File: config.mk
export PLATFORM = sky130hd
export DESIGN_NAME = perf_counter_bank
export DESIGN_NICKNAME = d
export VERILOG_FILES = /design/src/rtl/perf_pkg.sv /design/src/rtl/perf_counter.sv /design/src/rtl/perf_counter_bank.sv
export SDC_FILE = /design/constraint.sdc
export NUM_CORES = 1
export LEC_CHECK = 0
export CORE_UTILIZATION = 50
export CTS_CLUSTER_DIAMETER = 60
export DETAILED_ROUTE_END_ITERATION = 8
export PLACE_DENSITY = 0.78
export SLEW_MARGIN = 20
export SYNTH_ARGS = -nofsm -noshare
export SYNTH_HDL_FRONTEND = slang
export SYNTH_SLANG_ARGS = --single-unit
File: constraint.sdc
create_clock -name clk -period 6.76 [get_ports clk]
set_clock_uncertainty 0.2 [all_clocks]
set_input_delay 2.028 -clock clk [delete_from_list [all_inputs] [get_ports clk]]
set_output_delay 2.028 -clock clk [all_outputs]
set_load 0.01 [all_outputs]
File: src/rtl/perf_pkg.sv
// perf_pkg: shared constants and helpers for the performance counter bank.
// Channel indices name the conventional event assignment at the CPU top
// level; the bank itself treats every channel identically.
package perf_pkg;

  // Conventional channel assignment
  localparam int CH_TOTAL      = 0;  // every enabled cycle
  localparam int CH_COND_TAKEN = 1;  // taken conditional branches
  localparam int CH_UNCOND     = 2;  // unconditional jumps
  localparam int CH_SYSCALL    = 3;  // syscalls

  // Default geometry of the bank
  localparam int DEFAULT_CHANNELS = 4;
  localparam int DEFAULT_WIDTH    = 32;

  // Ceiling log2 of n. Returns at least 1 so the result is always usable
  // as a vector width, even for a single-channel bank.
  function automatic int sel_bits(input int n);
    int r;
    r = 0;
    while ((1 << r) < n) begin
      r = r + 1;
    end
    if (r == 0) begin
      r = 1;
    end
    return r;
  endfunction

endpackage

File: src/rtl/perf_counter.sv
// perf_counter: one WIDTH-bit event counter with synchronous clear and a
// sticky overflow flag.
//  - SATURATE = 0: all-ones + 1 wraps to zero.
//  - SATURATE = 1: all-ones + 1 holds at all-ones.
// Either way the attempted increment past all-ones sets ovf, which then
// stays set until clr or reset. clr beats inc on the same edge.
module perf_counter #(
  parameter int WIDTH    = 32,
  parameter int SATURATE = 0
) (
  input  logic             clk,
  input  logic             rst,
  input  logic             inc,
  input  logic             clr,
  output logic [WIDTH-1:0] count,
  output logic             ovf
);

  logic at_max;

  assign at_max = &count;

  // Count qualified events; clear has priority; overflow is sticky
  always_ff @(posedge clk or negedge rst) begin
    if (!rst) begin
      count <= '0;
      ovf   <= 1'b0;
    end else if (clr) begin
      count <= '0;
      ovf   <= 1'b0;
    end else if (inc) begin
      if (at_max) begin
        ovf   <= 1'b1;
        count <= (SATURATE != 0) ? count : '0;
      end else begin
        count <= count + WIDTH'(1);
      end
    end
  end

endmodule

File: src/rtl/perf_counter_bank.sv
// perf_counter_bank: CHANNELS event counters qualified by the PC enable,
// a button-driven display selector and a combinational output mux that
// feeds the seven-segment driver.
//
// Optional feature macro: PERF_SNAPSHOT_EN
//   defined   - a shadow register per channel; snap loads every shadow on
//               the same edge (coherent view across channels) and dout
//               shows the shadow of the selected channel.
//   undefined - no shadows; snap is ignored and dout shows the live
//               counter of the selected channel.
//
// The port called "event" in the block description is named "events"
// here because "event" is a reserved word in SystemVerilog.
//
// next is assumed already synchronised and debounced by the top level.
module perf_counter_bank
  import perf_pkg::*;
#(
  parameter int CHANNELS = DEFAULT_CHANNELS,
  parameter int WIDTH    = DEFAULT_WIDTH,
  parameter int SATURATE = 0,
  parameter int SEL_BITS = 4
) (
  input  logic                clk,
  input  logic                rst,
  input  logic                en,
  input  logic [CHANNELS-1:0] events,
  input  logic                clr,
  input  logic                snap,
  input  logic                next,
  output logic [SEL_BITS-1:0] sel,
  output logic [WIDTH-1:0]    dout,
  output logic [CHANNELS-1:0] ovf
);

  // Live counter values, one per channel
  logic [WIDTH-1:0]    live [CHANNELS];
  // Per-channel increment: event strobe gated by the PC enable so halted
  // cycles are never counted
  logic [CHANNELS-1:0] inc;
  // Registered copy of the button level for rising-edge detection
  logic                next_q;
  logic                next_rise;
  logic [SEL_BITS-1:0] sel_last;

  assign inc       = events & {CHANNELS{en}};
  assign next_rise = next & ~next_q;
  assign sel_last  = SEL_BITS'(CHANNELS - 1);

  // One counter per channel
  for (genvar g = 0; g < CHANNELS; g++) begin : g_ch
    perf_counter #(
      .WIDTH    (WIDTH),
      .SATURATE (SATURATE)
    ) u_counter (
      .clk   (clk),
      .rst   (rst),
      .inc   (inc[g]),
      .clr   (clr),
      .count (live[g]),
      .ovf   (ovf[g])
    );
  end

  // Advance the selector once per rising edge of next, wrapping at
  // CHANNELS-1 so non-power-of-two banks never select a missing channel.
  // clr deliberately leaves the selection alone.
  always_ff @(posedge clk or negedge rst) begin
    if (!rst) begin
      next_q <= 1'b0;
      sel    <= '0;
    end else begin
      next_q <= next;
      if (next_rise) begin
        if (sel == sel_last) begin
          sel <= '0;
        end else begin
          sel <= sel + SEL_BITS'(1);
        end
      end
    end
  end

`ifdef PERF_SNAPSHOT_EN
  // Shadow copies of every counter
  logic [WIDTH-1:0] shadow [CHANNELS];

  // Capture all pre-increment live values on the same edge; clr wins
  always_ff @(posedge clk or negedge rst) begin
    if (!rst) begin
      for (int i = 0; i < CHANNELS; i++) begin
        shadow[i] <= '0;
      end
    end else if (clr) begin
      for (int i = 0; i < CHANNELS; i++) begin
        shadow[i] <= '0;
      end
    end else if (snap) begin
      for (int i = 0; i < CHANNELS; i++) begin
        shadow[i] <= live[i];
      end
    end
  end

  // Display the frozen shadow of the selected channel
  always_comb begin
    dout = '0;
    for (int i = 0; i < CHANNELS; i++) begin
      if (sel == SEL_BITS'(i)) begin
        dout = shadow[i];
      end
    end
  end
`else
  // snap has no function without shadow registers
  logic unused_snap;
  assign unused_snap = snap;

  // Display the live counter of the selected channel
  always_comb begin
    dout = '0;
    for (int i = 0; i < CHANNELS; i++) begin
      if (sel == SEL_BITS'(i)) begin
        dout = live[i];
      end
    end
  end
`endif

endmodule

-- After elaboration in Yosys (flattened, before gate mapping)
Index checks and enable logic that the tools add are counted.
- add/sub/neg operators: 5
- reductions and logical operators: 17
- bitwise logic cells: 3
- mux-type cells: 29
- equality and inequality tests: 3
- operators with widths (cell ; number):
    $mux W32 ; 16
    $add A32 B1 Y32 const B ; 4
    $reduce_and A32 Y1 ; 4
    $reduce_bool A2 Y1 ; 8
    $mux W1 ; 12
    $eq A4 B2 Y1 const B ; 2
    $reduce_and A2 Y1 ; 4
    $add A4 B1 Y4 const B ; 1
    $and A4 B4 Y4 ; 1
    $eq A4 B1 Y1 const B ; 1
    $logic_not A4 Y1 ; 1
    $mux W4 ; 1
    $and A1 B1 Y1 ; 1
    $not A1 Y1 ; 1
- flip-flop bits (word level): 137
- input port bits: 10
- output and inout port bits: 40

-- Longest topological paths before layout
- word-level depth: 5
- gate-level depth with buffers: 9

-- Modules after synthesis
A second synthesis with hierarchy kept.
- cells, all modules: 857
- area total of the unflattened synthesis: 8146.6 um2
- modules (own cells, without submodules) (module ; times used ; area each (um2) ; cells each):
    perf_counter at g_ch[0].u_counter ... ; 3 ; 1685.4 ; 171
    perf_counter at g_ch[1].u_counter ; 1 ; 1691.6 ; 166
    perf_counter_bank ; 1 ; 1398.8 ; 178

-- Least setup slack after synthesis
Ideal clock, no wire load.
- path type: register to output
- start: reg sel[1]
- end: out dout[10]
- buffers on the path: 1
- setup slack: 2.433 ns
- data arrival time: 2.099 ns
- stages on the path, launching flop included: 8
- data required time: 4.532 ns
- path through: dfrtp_1 -> inv_1 -> ha_1 -> nor4b_1 -> clkbuf_1 -> a221o_1 -> o21ai_0 -> o21ai_0
- longest elaborated chain between the ends: 5
- elaborated cells on any way between the ends: 8
- classes of those cells: eq/ne: 3; mux: 4; reduce/logical: 1
- RTL lines (item ; line ; source):
    start, declared ; perf_counter_bank.sv:31 ; output logic [SEL_BITS-1:0] sel,
    start signal, assigned ; perf_counter_bank.sv:78 ; sel <= sel + SEL_BITS'(1);
    $logic_not A4 Y1 ; perf_counter_bank.sv:123 ; if (sel == SEL_BITS'(i)) begin
    $mux W32 (3 in series) ; perf_counter_bank.sv:123 ;
    $mux W32 (*) ; perf_counter_bank.sv:123 ;
    end, declared ; perf_counter_bank.sv:32 ; output logic [WIDTH-1:0] dout,
Mark *: on every way between the ends. The rest lies on a longest branch, timed or not.

-- Worst setup path in the final report
- start: reg sel[1]
- end: out dout[31]
Same word-level chain as after synthesis.

==> key figures <==
Status
  – Status: complete, no violations

Critical path
  – Worst setup path class: reg2out
  – CP arrival: 3110 ps
  – Required @ worst endpoint: between 4000 and 5000 ps
  – Maximum fanout along the worst path: 32
  – CP Capture Type: output port
  – Critical Path Start Type: register

Final layout
  – Area grow syn2layout: 16.1%
  – Number of diodes: 0
  – Commonest non-fill, non-tap cell in the layout: dfrtp_1
  – Fillers: 1313
  – Commonest non-fill, non-tap cells in the layout: 137 x dfrtp_1, 132 x nor2_1, 103 x nand2_1
  – Layout cells sized above 1: 0.0589
  – Fin area: between 9000 and 10000 sq um
  – Nets: ~970

Timing
  – Final hold vios: 0
  – Final hold slack: just over 300 ps
  – Slew @ Worst Pin: 1100 ps
  – Setup_tns: 0 ps
  – Setup Viol. Count Final: 0
  – RSZ-0062 raised after global routing: no
  – Max Fclk: about 0.19 GHz
  – Max-slew headroom: 0.263
  – Slew Limit Fails: 0
  – Final worst path period share: 0.789
  – Fin crit period: between 5000 and 6000 ps

Drt
  – Drt first pass iters: 6
  – Initial DRC count: ~800
  – Post-route ant nets: 0
  – WL per Instance: around 18 um
  – Via count: a little over 7000
  – DRT Wirelength: between 20000 and 25000 um
  – DRC errors left: 0
  – Drt via density: 6.16

Placed design
  – Gpl congestion: around 0.95
  – Post-DP HPWL: 15100 um
  – Port Buffer Count: 48
  – Post-DP Area: ~8600 sq um

Logic synthesis
  – Syn Std Cell Area: roughly 8000 sq um
  – Syn_nets: 946
  – Total number of yosys warnings: 0
  – Most used DFF post-synth: dfrtp_1
  – Proportion of netlist area held by the largest area contributor: 0.429
  – Post-synth top area cell: dfrtp_1
  – Area contributors post-synth: dfrtp_1 43%, xor2_1 6.7%, nor2_1 6.2%, nand2_1 4.8%, xnor2_1 4.7%
  – Post-synthesis sequential area ratio: 0.429
  – Async SR Flop Fraction: 1.00
  – Register bit total from synthesis: approximately 140
  – Gate Count Post-Synth: ~930
  – Yosys cell types: between 50 and 60
  – Syn_area_per_cell: ~8.6 sq um
  – Post-synth EDFFs: 0

Clock tree
  – Setup bufs post-CTS: 0
  – Number of H-tree levels: 4
  – CTS tree: built
  – CTS Sinks: approximately 140
  – Resize count post-CTS: 0
  – Skew-Pair Late Insertion Delay: about 440 ps
  – Cts bufs inserted: 17
  – Clock root cell: clkbuf_16
  – Cts hold-fix bufs: 0
  – Clock buffer depth: 2
  – Clock transition at the registers of the reported paths: about 60 ps

Power and ir drop
  – Pwr Total: between 2000 and 3000 uW
  – P_leak: 0.00360 uW
  – Pwr dens: about 280 nW/um^2
  – IR drop worst, VDD: around 0.21 mV

GRT
  – Number of global-route vias before repair: about 7000
  – Grt total ovfl: 0
  – First-pass GRT wire length: approximately 36000 um
  – Initial antenna violation count: 0
  – All-Layer GR Usage: 0.283
  – Largest net degree at the start of global routing: 98

Floorplan
  – Total die area: about 17000 sq um
  – I/O pin total: 50
  – # rows: 45
  – Die H: about 130 um
  – Initial Utilization: 0.518
  – CORE AREA: 15400 sq um
  – Die Width: about 130 um

Min path
  – Worst hold path type: reg2reg

Flow run
  – Max Cap Viol: 0
## through the flow
step | instances | worst slack [ps] | utilization
6_report | 1178 | 1430 | 0.602
5_1_grt | 1178 | 1310 | 0.602
4_1_cts | 1178 | 1120 | 0.601
3_5_place_dp | 1146 | 1570 | 0.558
3_3_place_gp | 1146 | 1640 | 0.558
2_1_floorplan | 928 | 2430 | -
## critical path, stage by stage, from the launching register on
cell and delay (ps):
dfrtp_1 420, inv_1 90, ha_1 210, nor4b_2 290
buf_4 380, a221o_1 280, o21ai_0 100, o21ai_0 280
clkdlybuf4s50_1 600
## flip-flops by register name, summed over array words and instances, names as in the netlist
| name | cells |
|---|---|
| next_q | 1 |
| g_ch.u_counter.ovf | 4 |
| g_ch.u_counter.count | 128 |
| sel | 4 |
## cell families after synthesis
group / Yosys count / synth area share
simple gates: 459 / 0.282
compound gates: 151 / 0.125
flops: 137 / 0.429
xor+xnor: 104 / 0.114
buf+inv: 68 / 0.0366
fa+ha+maj: 8 / 0.0125
mux: 1 / 0.00141
## layer usage
| metal | vias up | wire (um) | global-route usage |
|---|---|---|---|
| li1 | 3386 | - | - |
| met1 | 3482 | 9230 | 0.388 |
| met2 | 327 | 10000 | 0.445 |
| met3 | 59 | 1860 | 0.0532 |
| met4 | 0 | 641 | 0.109 |
| met5 | - | 0 | 0 |
## final cells by class
class                      instances  area, sq um  area share
clock buffer                      17          425      0.0458
clock inverter                    15          249      0.0268
inverter                          15         56.3     0.00607
multi-input combinational        723         4290       0.462
sequential                       137         3430       0.369
tap                              211          264      0.0284
timing repair buffer              60          572      0.0616
## report_power, final
| part | internal [uW] | total [uW] | switching (uW) |
|---|---|---|---|
| Combinational | 263 | 651 | 389 |
| Sequential | 831 | 847 | 15.6 |
| Clock | 692 | 1070 | 381 |
## worst paths after layout
kind,to,cells after the start,start,slack (ps)
min in group asynchronous,g_ch[3].u_counter.count[13],1,rst,1470
min,g_ch[3].u_counter.ovf,2,g_ch[3].u_counter.ovf,310
min reg2reg,g_ch[3].u_counter.ovf,2,g_ch[3].u_counter.ovf,310
max reg2reg,g_ch[2].u_counter.count[25],6,g_ch[2].u_counter.count[18],3950
max in group asynchronous,g_ch[1].u_counter.count[29],2,rst,3780
max,dout[31],8,sel[1],1430
## synthesized netlist by cell type, types with 2 or more instances
cell	number
xor2_1	61
buf_1	3
a221o_1	31
dfrtp_1	137
ha_1	8
clkbuf_1	42
and3_1	14
inv_1	15
xnor2_1	43
nor4b_1	2
o31ai_1	6
nor4_1	25
nand4_1	57
o21ai_0	73
a211oi_1	2
a21oi_1	16
nor3_1	25
o22ai_1	2
a41oi_1	2
buf_4	6
nor2_1	132
or4_1	8
and4_1	9
nand4b_1	2
buf_6	2
o21bai_1	2
nand2b_1	5
a21o_1	3
nand2_1	103
o211ai_1	2
or3_1	4
nand3_1	59
and2_1	7
Note: power is estimated with default switching activity, not from simulation.
